**src/rtl/expr_controller_if.sv**
```systemverilog
// rtl/expr_controller_if.sv - signal bundle between expr_controller, its host and the datapath
//
// Purpose: groups the start/busy/done handshake, the X operand, the datapath
// status flags and the datapath control lines into one interface.
// Modports:
//   master - the controller: receives start, input_X, zero, overflow;
//            drives LX, LS, LH, H, M0, M1, M2, busy, done, err.
//   slave  - host plus datapath: the opposite directions.
interface expr_controller_if #(
  parameter int X_W = 8
);
  logic           start;
  logic [X_W-1:0] input_X;
  logic           zero;
  logic           overflow;
  logic           LX;
  logic           LS;
  logic           LH;
  logic           H;
  logic [1:0]     M0;
  logic [1:0]     M1;
  logic [1:0]     M2;
  logic           busy;
  logic           done;
  logic           err;

  modport master (
    input  start, input_X, zero, overflow,
    output LX, LS, LH, H, M0, M1, M2, busy, done, err
  );

  modport slave (
    output start, input_X, zero, overflow,
    input  LX, LS, LH, H, M0, M1, M2, busy, done, err
  );
endinterface

```
**src/rtl/expr_controller.sv**
```systemverilog
// rtl/expr_controller.sv - FSM controller sequencing the datapath to compute S = A*X + B - C
//
// Purpose: drives register loads, ALU op and mux selects so the datapath
// evaluates S = A*X + B - C, the product being X repeated additions of A
// counted down by an internal counter loaded from input_X.
// Ports:
//   clk  - system clock, rising edge
//   rst  - asynchronous reset, active high
//   bus  - expr_controller_if.master:
//            start, input_X     request / X operand (sampled in IDLE only)
//            zero, overflow     datapath flags
//            LX, LS, LH         register loads (Reg_X, Reg_S, Reg_H)
//            H                  ALU op (OP_ADD / OP_SUB)
//            M0, M1, M2         mux selects
//            busy, done, err    status towards the host
// Configuration:
//   OVF_ABORT_EN - when defined, an ALU overflow in any cycle that loads
//                  Reg_S aborts into ERR (done and err together); when
//                  undefined the overflow flag is ignored and err is 0.
module expr_controller #(
  parameter int   X_W    = 8,
  parameter logic OP_ADD = 1'b0,
  parameter logic OP_SUB = 1'b1
) (
  input  logic              clk,
  input  logic              rst,
  expr_controller_if.master bus
);

  // M0 source select
  localparam logic [1:0] M0_ZERO = 2'd0;
  localparam logic [1:0] M0_A    = 2'd1;
  localparam logic [1:0] M0_B    = 2'd2;
  localparam logic [1:0] M0_C    = 2'd3;
  // M1 source select
  localparam logic [1:0] M1_M0   = 2'd0;
  // M2 source select
  localparam logic [1:0] M2_M0   = 2'd1;
  localparam logic [1:0] M2_S    = 2'd2;

  localparam logic [X_W-1:0] CNT_ZERO = '0;
  localparam logic [X_W-1:0] CNT_ONE  = {{(X_W-1){1'b0}}, 1'b1};

  typedef enum logic [2:0] {
    ST_IDLE = 3'd0,
    ST_CLR  = 3'd1,
    ST_MUL  = 3'd2,
    ST_ADDB = 3'd3,
    ST_SUBC = 3'd4,
`ifdef OVF_ABORT_EN
    ST_ERR  = 3'd6,
`endif
    ST_DONE = 3'd5
  } state_t;

  state_t         state_q, state_d;
  logic [X_W-1:0] cnt_q, cnt_d;
`ifdef OVF_ABORT_EN
  logic           err_q, err_d;
`endif

  logic           lx;
  logic           ls;
  logic           h;
  logic [1:0]     m0;
  logic [1:0]     m1;
  logic [1:0]     m2;
  logic           busy;
  logic           done;

  // State register
  always_ff @(posedge clk or posedge rst) begin
    if (rst) begin
      state_q <= ST_IDLE;
      cnt_q   <= CNT_ZERO;
`ifdef OVF_ABORT_EN
      err_q   <= 1'b0;
`endif
    end else begin
      state_q <= state_d;
      cnt_q   <= cnt_d;
`ifdef OVF_ABORT_EN
      err_q   <= err_d;
`endif
    end
  end

  // Next-state logic
  always_comb begin
    state_d = state_q;
    cnt_d   = cnt_q;
`ifdef OVF_ABORT_EN
    err_d   = err_q;
`endif
    unique case (state_q)
      ST_IDLE: begin
        if (bus.start) begin
          state_d = ST_CLR;
          cnt_d   = bus.input_X;
`ifdef OVF_ABORT_EN
          err_d   = 1'b0;
`endif
        end
      end
      ST_CLR: begin
        state_d = (cnt_q != CNT_ZERO) ? ST_MUL : ST_ADDB;
      end
      ST_MUL: begin
        // cnt holds the additions still to do, including this one
        cnt_d   = cnt_q - CNT_ONE;
        state_d = (cnt_q > CNT_ONE) ? ST_MUL : ST_ADDB;
      end
      ST_ADDB: state_d = ST_SUBC;
      ST_SUBC: state_d = ST_DONE;
      ST_DONE: state_d = ST_IDLE;
`ifdef OVF_ABORT_EN
      ST_ERR:  state_d = ST_IDLE;
`endif
      default: state_d = ST_IDLE;
    endcase
`ifdef OVF_ABORT_EN
    // Overflow is only meaningful when the ALU result is being stored
    if (ls && bus.overflow) begin
      state_d = ST_ERR;
      err_d   = 1'b1;
    end
`endif
  end

  // Output logic
  always_comb begin
    lx   = 1'b0;
    ls   = 1'b0;
    h    = 1'b0;
    m0   = M0_ZERO;
    m1   = M1_M0;
    m2   = 2'd0;
    busy = 1'b1;
    done = 1'b0;
    unique case (state_q)
      ST_IDLE: begin
        busy = 1'b0;
        // Mealy load of Reg_X; held low while reset is asserted
        lx   = bus.start & ~rst;
      end
      ST_CLR: begin
        m0 = M0_ZERO;
        m1 = M1_M0;
        m2 = M2_M0;
        h  = OP_ADD;
        ls = 1'b1;
      end
      ST_MUL: begin
        m0 = M0_A;
        m1 = M1_M0;
        m2 = M2_S;
        h  = OP_ADD;
        ls = 1'b1;
      end
      ST_ADDB: begin
        m0 = M0_B;
        m1 = M1_M0;
        m2 = M2_S;
        h  = OP_ADD;
        ls = 1'b1;
      end
      ST_SUBC: begin
        m0 = M0_C;
        m1 = M1_M0;
        m2 = M2_S;
        h  = OP_SUB;
        ls = 1'b1;
      end
      ST_DONE: begin
        done = 1'b1;
      end
`ifdef OVF_ABORT_EN
      ST_ERR: begin
        done = 1'b1;
      end
`endif
      default: begin
        busy = 1'b0;
      end
    endcase
  end

  assign bus.LX   = lx;
  assign bus.LS   = ls;
  assign bus.LH   = 1'b0;
  assign bus.H    = h;
  assign bus.M0   = m0;
  assign bus.M1   = m1;
  assign bus.M2   = m2;
  assign bus.busy = busy;
  assign bus.done = done;
`ifdef OVF_ABORT_EN
  assign bus.err  = err_q;
`else
  assign bus.err  = 1'b0;
`endif

endmodule

```
**src/flat_wrapper.sv**
```systemverilog
// flat-port wrapper written by rule: the top's interface ports become plain ports
module expr_controller_flat 
#(
  parameter int   X_W    = 8,
  parameter logic OP_ADD = 1'b0,
  parameter logic OP_SUB = 1'b1
)
  (clk, rst, bus_start, bus_input_X, bus_zero, bus_overflow, bus_LX, bus_LS, bus_LH, bus_H, bus_M0, bus_M1, bus_M2, bus_busy, bus_done, bus_err);
  expr_controller_if #(.X_W(X_W)) bus_i ();
  input  logic clk;
  input  logic rst;
  input wire logic [$bits(bus_i.start)-1:0] bus_start;
  input wire logic [$bits(bus_i.input_X)-1:0] bus_input_X;
  input wire logic [$bits(bus_i.zero)-1:0] bus_zero;
  input wire logic [$bits(bus_i.overflow)-1:0] bus_overflow;
  output wire logic [$bits(bus_i.LX)-1:0] bus_LX;
  output wire logic [$bits(bus_i.LS)-1:0] bus_LS;
  output wire logic [$bits(bus_i.LH)-1:0] bus_LH;
  output wire logic [$bits(bus_i.H)-1:0] bus_H;
  output wire logic [$bits(bus_i.M0)-1:0] bus_M0;
  output wire logic [$bits(bus_i.M1)-1:0] bus_M1;
  output wire logic [$bits(bus_i.M2)-1:0] bus_M2;
  output wire logic [$bits(bus_i.busy)-1:0] bus_busy;
  output wire logic [$bits(bus_i.done)-1:0] bus_done;
  output wire logic [$bits(bus_i.err)-1:0] bus_err;
  assign bus_i.start = bus_start;
  assign bus_i.input_X = bus_input_X;
  assign bus_i.zero = bus_zero;
  assign bus_i.overflow = bus_overflow;
  assign bus_LX = bus_i.LX;
  assign bus_LS = bus_i.LS;
  assign bus_LH = bus_i.LH;
  assign bus_H = bus_i.H;
  assign bus_M0 = bus_i.M0;
  assign bus_M1 = bus_i.M1;
  assign bus_M2 = bus_i.M2;
  assign bus_busy = bus_i.busy;
  assign bus_done = bus_i.done;
  assign bus_err = bus_i.err;
  expr_controller #(.X_W(X_W), .OP_ADD(OP_ADD), .OP_SUB(OP_SUB)) u_core (.clk(clk), .rst(rst), .bus(bus_i));
endmodule
```
**config.mk**
```make
export PLATFORM = sky130hd
export DESIGN_NAME = expr_controller_flat
export DESIGN_NICKNAME = d
export VERILOG_FILES = /design/src/rtl/expr_controller_if.sv /design/src/rtl/expr_controller.sv /design/src/flat_wrapper.sv
export SDC_FILE = /design/constraint.sdc
export NUM_CORES = 1
export LEC_CHECK = 0
export ABC_AREA = 1
export CORE_MARGIN = 4
export CORE_UTILIZATION = 33
export CTS_BUF_LIST = sky130_fd_sc_hd__clkbuf_8
export CTS_CLUSTER_DIAMETER = 50
export DETAILED_ROUTE_END_ITERATION = 12
export HOLD_SLACK_MARGIN = 0.06
export PLACE_DENSITY_LB_ADDON = 0.05
export SLEW_MARGIN = 20
export SYNTH_ARGS = -nofsm -noshare
export SYNTH_HDL_FRONTEND = slang
export SYNTH_SLANG_ARGS = --single-unit
export TNS_END_PERCENT = 5
```
**constraint.sdc**
```tcl
create_clock -name clk -period 1.6 [get_ports clk]
set_input_delay 0.16 -clock clk [delete_from_list [all_inputs] [get_ports clk]]
set_output_delay 0.16 -clock clk [all_outputs]
set_load 0.05 [all_outputs]
```
==> implementation parameters <==
Parameter                              Value

Run status
  Outcome ... finished, final reports clean

Layout
  Number of standard cells in the layout, taps in and fillers out ... 178
  Synth-to-Final Area Change ... 49.0%
  Count of inserted antenna diode cells ... 0
  Fill cell count ... roughly 240
  Fraction of layout cells with a size suffix above 1 ... between 20% and 30%
  Number of nets in the finished design ... 165

Worst setup path
  Start-to-end type of the worst setup path ... reg -> out
  Highest fanout seen on the critical path ... 9
  Required @ worst endpoint ... approximately 1.4 ns
  Worst R2R Start ... u_core.state_q[2]
  Startpoint of the worst setup timing path ... u_core.state_q[2]
  Crit path arrival time ... roughly 1.4 ns
  Critical Path Start Type ... flip-flop
  Worst setup EP type ... output port

Synthesis
  Number of enable-type register cells in the synthesized netlist ... 0
  Proportion of register bits with asynchronous set or reset after synthesis ... 100%
  Cell types occupying the most area after synthesis ... dfrtp_1, nand2_1, nand3_1
  FF+latch count, synth ... 11
  Post-synthesis average cell area ... a little under 7 um^2
  Cell accounting for the most synthesized area ... dfrtp_1
  Most frequent cells after synthesis ... nand2_1, nand3_1, inv_1, dfrtp_1, nor2_1
  Cell count after synthesis ... 123
  Sequential cell area fraction in the yosys report ... 32.8%
  Synthesized area ... 838 um^2
  Synthesis Warnings ... 0
  Primary FF master, synth ... dfrtp_1
  Synth top area share ... roughly a third
  Number of distinct library cells after synthesis ... 23
  Most common cell in the synthesized netlist ... nand2_1

STA
  Count of final setup violators ... 0
  Setup repair after global routing missed its margin ... yes
  Final Critical Period ... 1.53 ns
  Fin. max-slew vios ... 0
  Final worst hold slack ... around 0.26 ns
  Fin. Hold Viols ... 0
  Worst setup skew after layout ... 0.00352 ns
  Highest clock frequency the design can meet ... 654 MHz
  Fin crit share ... between 90 and 100%

Routing
  Vias after detailed routing ... a little over 800
  Ratio of routed vias to standard cells ... roughly 4.6
  Residual antenna-violating net count after detailed routing ... 0
  Total Wirelength ... roughly 2000 um
  Pre-antenna DRT Iters ... 4
  Drt drc ... 0
  Wirelength per Cell ... between 10 and 15 um
  Violation count after the first detailed-routing iteration ... 11

Clocking
  Skew-Pair Late Insertion Delay ... roughly 0.24 ns
  Number of hold buffers added after cts ... 0
  Number of clock sinks ... 11
  TritonCTS Buffers ... 3
  Root buf cell ... clkbuf_8
  Clock-pin transition on the worst setup and hold timing paths ... around 0.05 ns
  Maximum number of buffers from clock root to sink ... 2
  CTS tree ... done
  # H-tree levels ... 1

Floorplan
  Initial Utilization ... 34.1%
  Count of standard-cell rows ... 18
  Vertical extent of the die ... 58.4 um
  Width of the die ... just under 60 um
  Die ar. ... 0.00341 mm^2
  Core Region ... 0.00245 mm^2
  IO Pins ... 26

GRT
  Total congestion overflow after global routing ... 0
  Top Usage Layer GRT ... met2
  Fraction of met2 tracks used by global routing ... just over 20%
  GR Layer Usage met1 ... ~16%
  Overall global routing resource usage ... 12.6%
  First-pass GRT wire length ... roughly 3300 um
  Antenna violations before repair ... 0
  Number of global-route vias before repair ... ~770
  Pin count of the biggest net entering global routing ... 12
  Met3 Resource Use GR ... 2.85%

Flow run
  # Max-Cap Violations ... 0

Placement
  HPWL Detailed ... about 1600 um
  Placed Cells incl. Taps ... about 170
  Port Buf Inserts ... 19
  Weighted congestion reported at the end of routability-driven placement ... 0.791

Hold path
  HP Class ... in -> async
sequential cells by signal, indices dropped and copies added, names as in the netlist:
register / count
u_core.cnt_q: 8
u_core.state_q: 3
routing by layer:
metal  vias to the layer above  part of all wire, %  routed length [um]
li1                        432                    -                   -
met1                       367                   48                 966
met2                        22                   45                 904
met3                         3                  5.4                 109
met4                         0                  1.1                  23
met5                         -                    0                   0
cell type report:
cell class	count	area, um^2	share of cell area [%]
clock buffers	3	41.3	3.31
clock inverters	1	3.75	0.301
inverters	19	75.1	6.01
multi-input cells	91	499	40.0
flip-flops and latches	11	278	22.2
well taps	30	37.5	3.01
repair buffers	23	314	25.2
path summary, 6_finish.rpt:
kind / to / slack, ns / cells past startpoint
setup / recovery: bus_busy / 0.07 / 5
hold / removal: u_core.cnt_q[4] / 0.26 / 2
setup reg to reg: u_core.cnt_q[4] / 0.24 / 8
hold reg to reg: u_core.cnt_q[7] / 0.51 / 2
max in group asynchronous: u_core.state_q[2] / 0.99 / 2
min in group clk: u_core.cnt_q[3] / 0.50 / 3
critical path, stage by stage, from the launching register on:
cell and delay [ns]:
dfrtp_2 0.41, clkinv_2 0.12, buf_4 0.17, nand2_4 0.14, nand3_2 0.11, buf_12 0.16
per-stage QoR:
stage / cell area, um^2 / utilization (%) / setup slack, ns / TNS [ns]
finish: 1250 / 50.9 / 0.0714 / 0
global placement: 1170 / 47.7 / 0.158 / 0
global route: 1250 / 50.9 / -0.00667 / -0.00949
CTS: 1240 / 50.4 / 0.0222 / 0
floorplan: 867 / - / -0.0755 / -0.0972
detailed placement: 1170 / 47.7 / 0.154 / 0
repair_timing:
item / 4_1_cts / 5_1_grt
pin swaps: 1 / 2
endpoints found under the setup margin: 2 / 5
gates resized for setup: 5 / 4
setup buffers: 1 / 0
cloned: 0 / 0
cells by family after synthesis:
kind of cell               count (synthesis)  share of synthesized area [%]
buffers and inverters                     24                           13.1
AOI/OAI and AO/OA                         11                           7.46
adders and majority gates                  3                           4.48
other                                      1                          0.447
and+or+nand+nor                           73                           41.6
DFF                                       11                           32.8
cells in the final DEF, fill, tap and decap left out, drive strengths merged:
| cell | Yosys | routed |
|---|---|---|
| nand3b | 1 | 1 |
| o211ai | 1 | 1 |
| o21ai | 7 | 7 |
| ha | 3 | 3 |
| conb | 1 | 4 |
| nand2 | 36 | 36 |
| clkbuf | 0 | 3 |
| clkdlybuf4s50 | 0 | 10 |
| dfrtp | 11 | 11 |
| buf | 5 | 13 |
| o21a | 2 | 2 |
| inv | 18 | 19 |
| nand4 | 1 | 1 |
| nor3 | 1 | 1 |
| nand3 | 18 | 18 |
| clkinv | 1 | 1 |
| nor2 | 16 | 16 |
| a21oi | 1 | 1 |
Power is not shown: default switching activity piles up to over one toggle a cycle in this logic, so the estimate is an artifact.
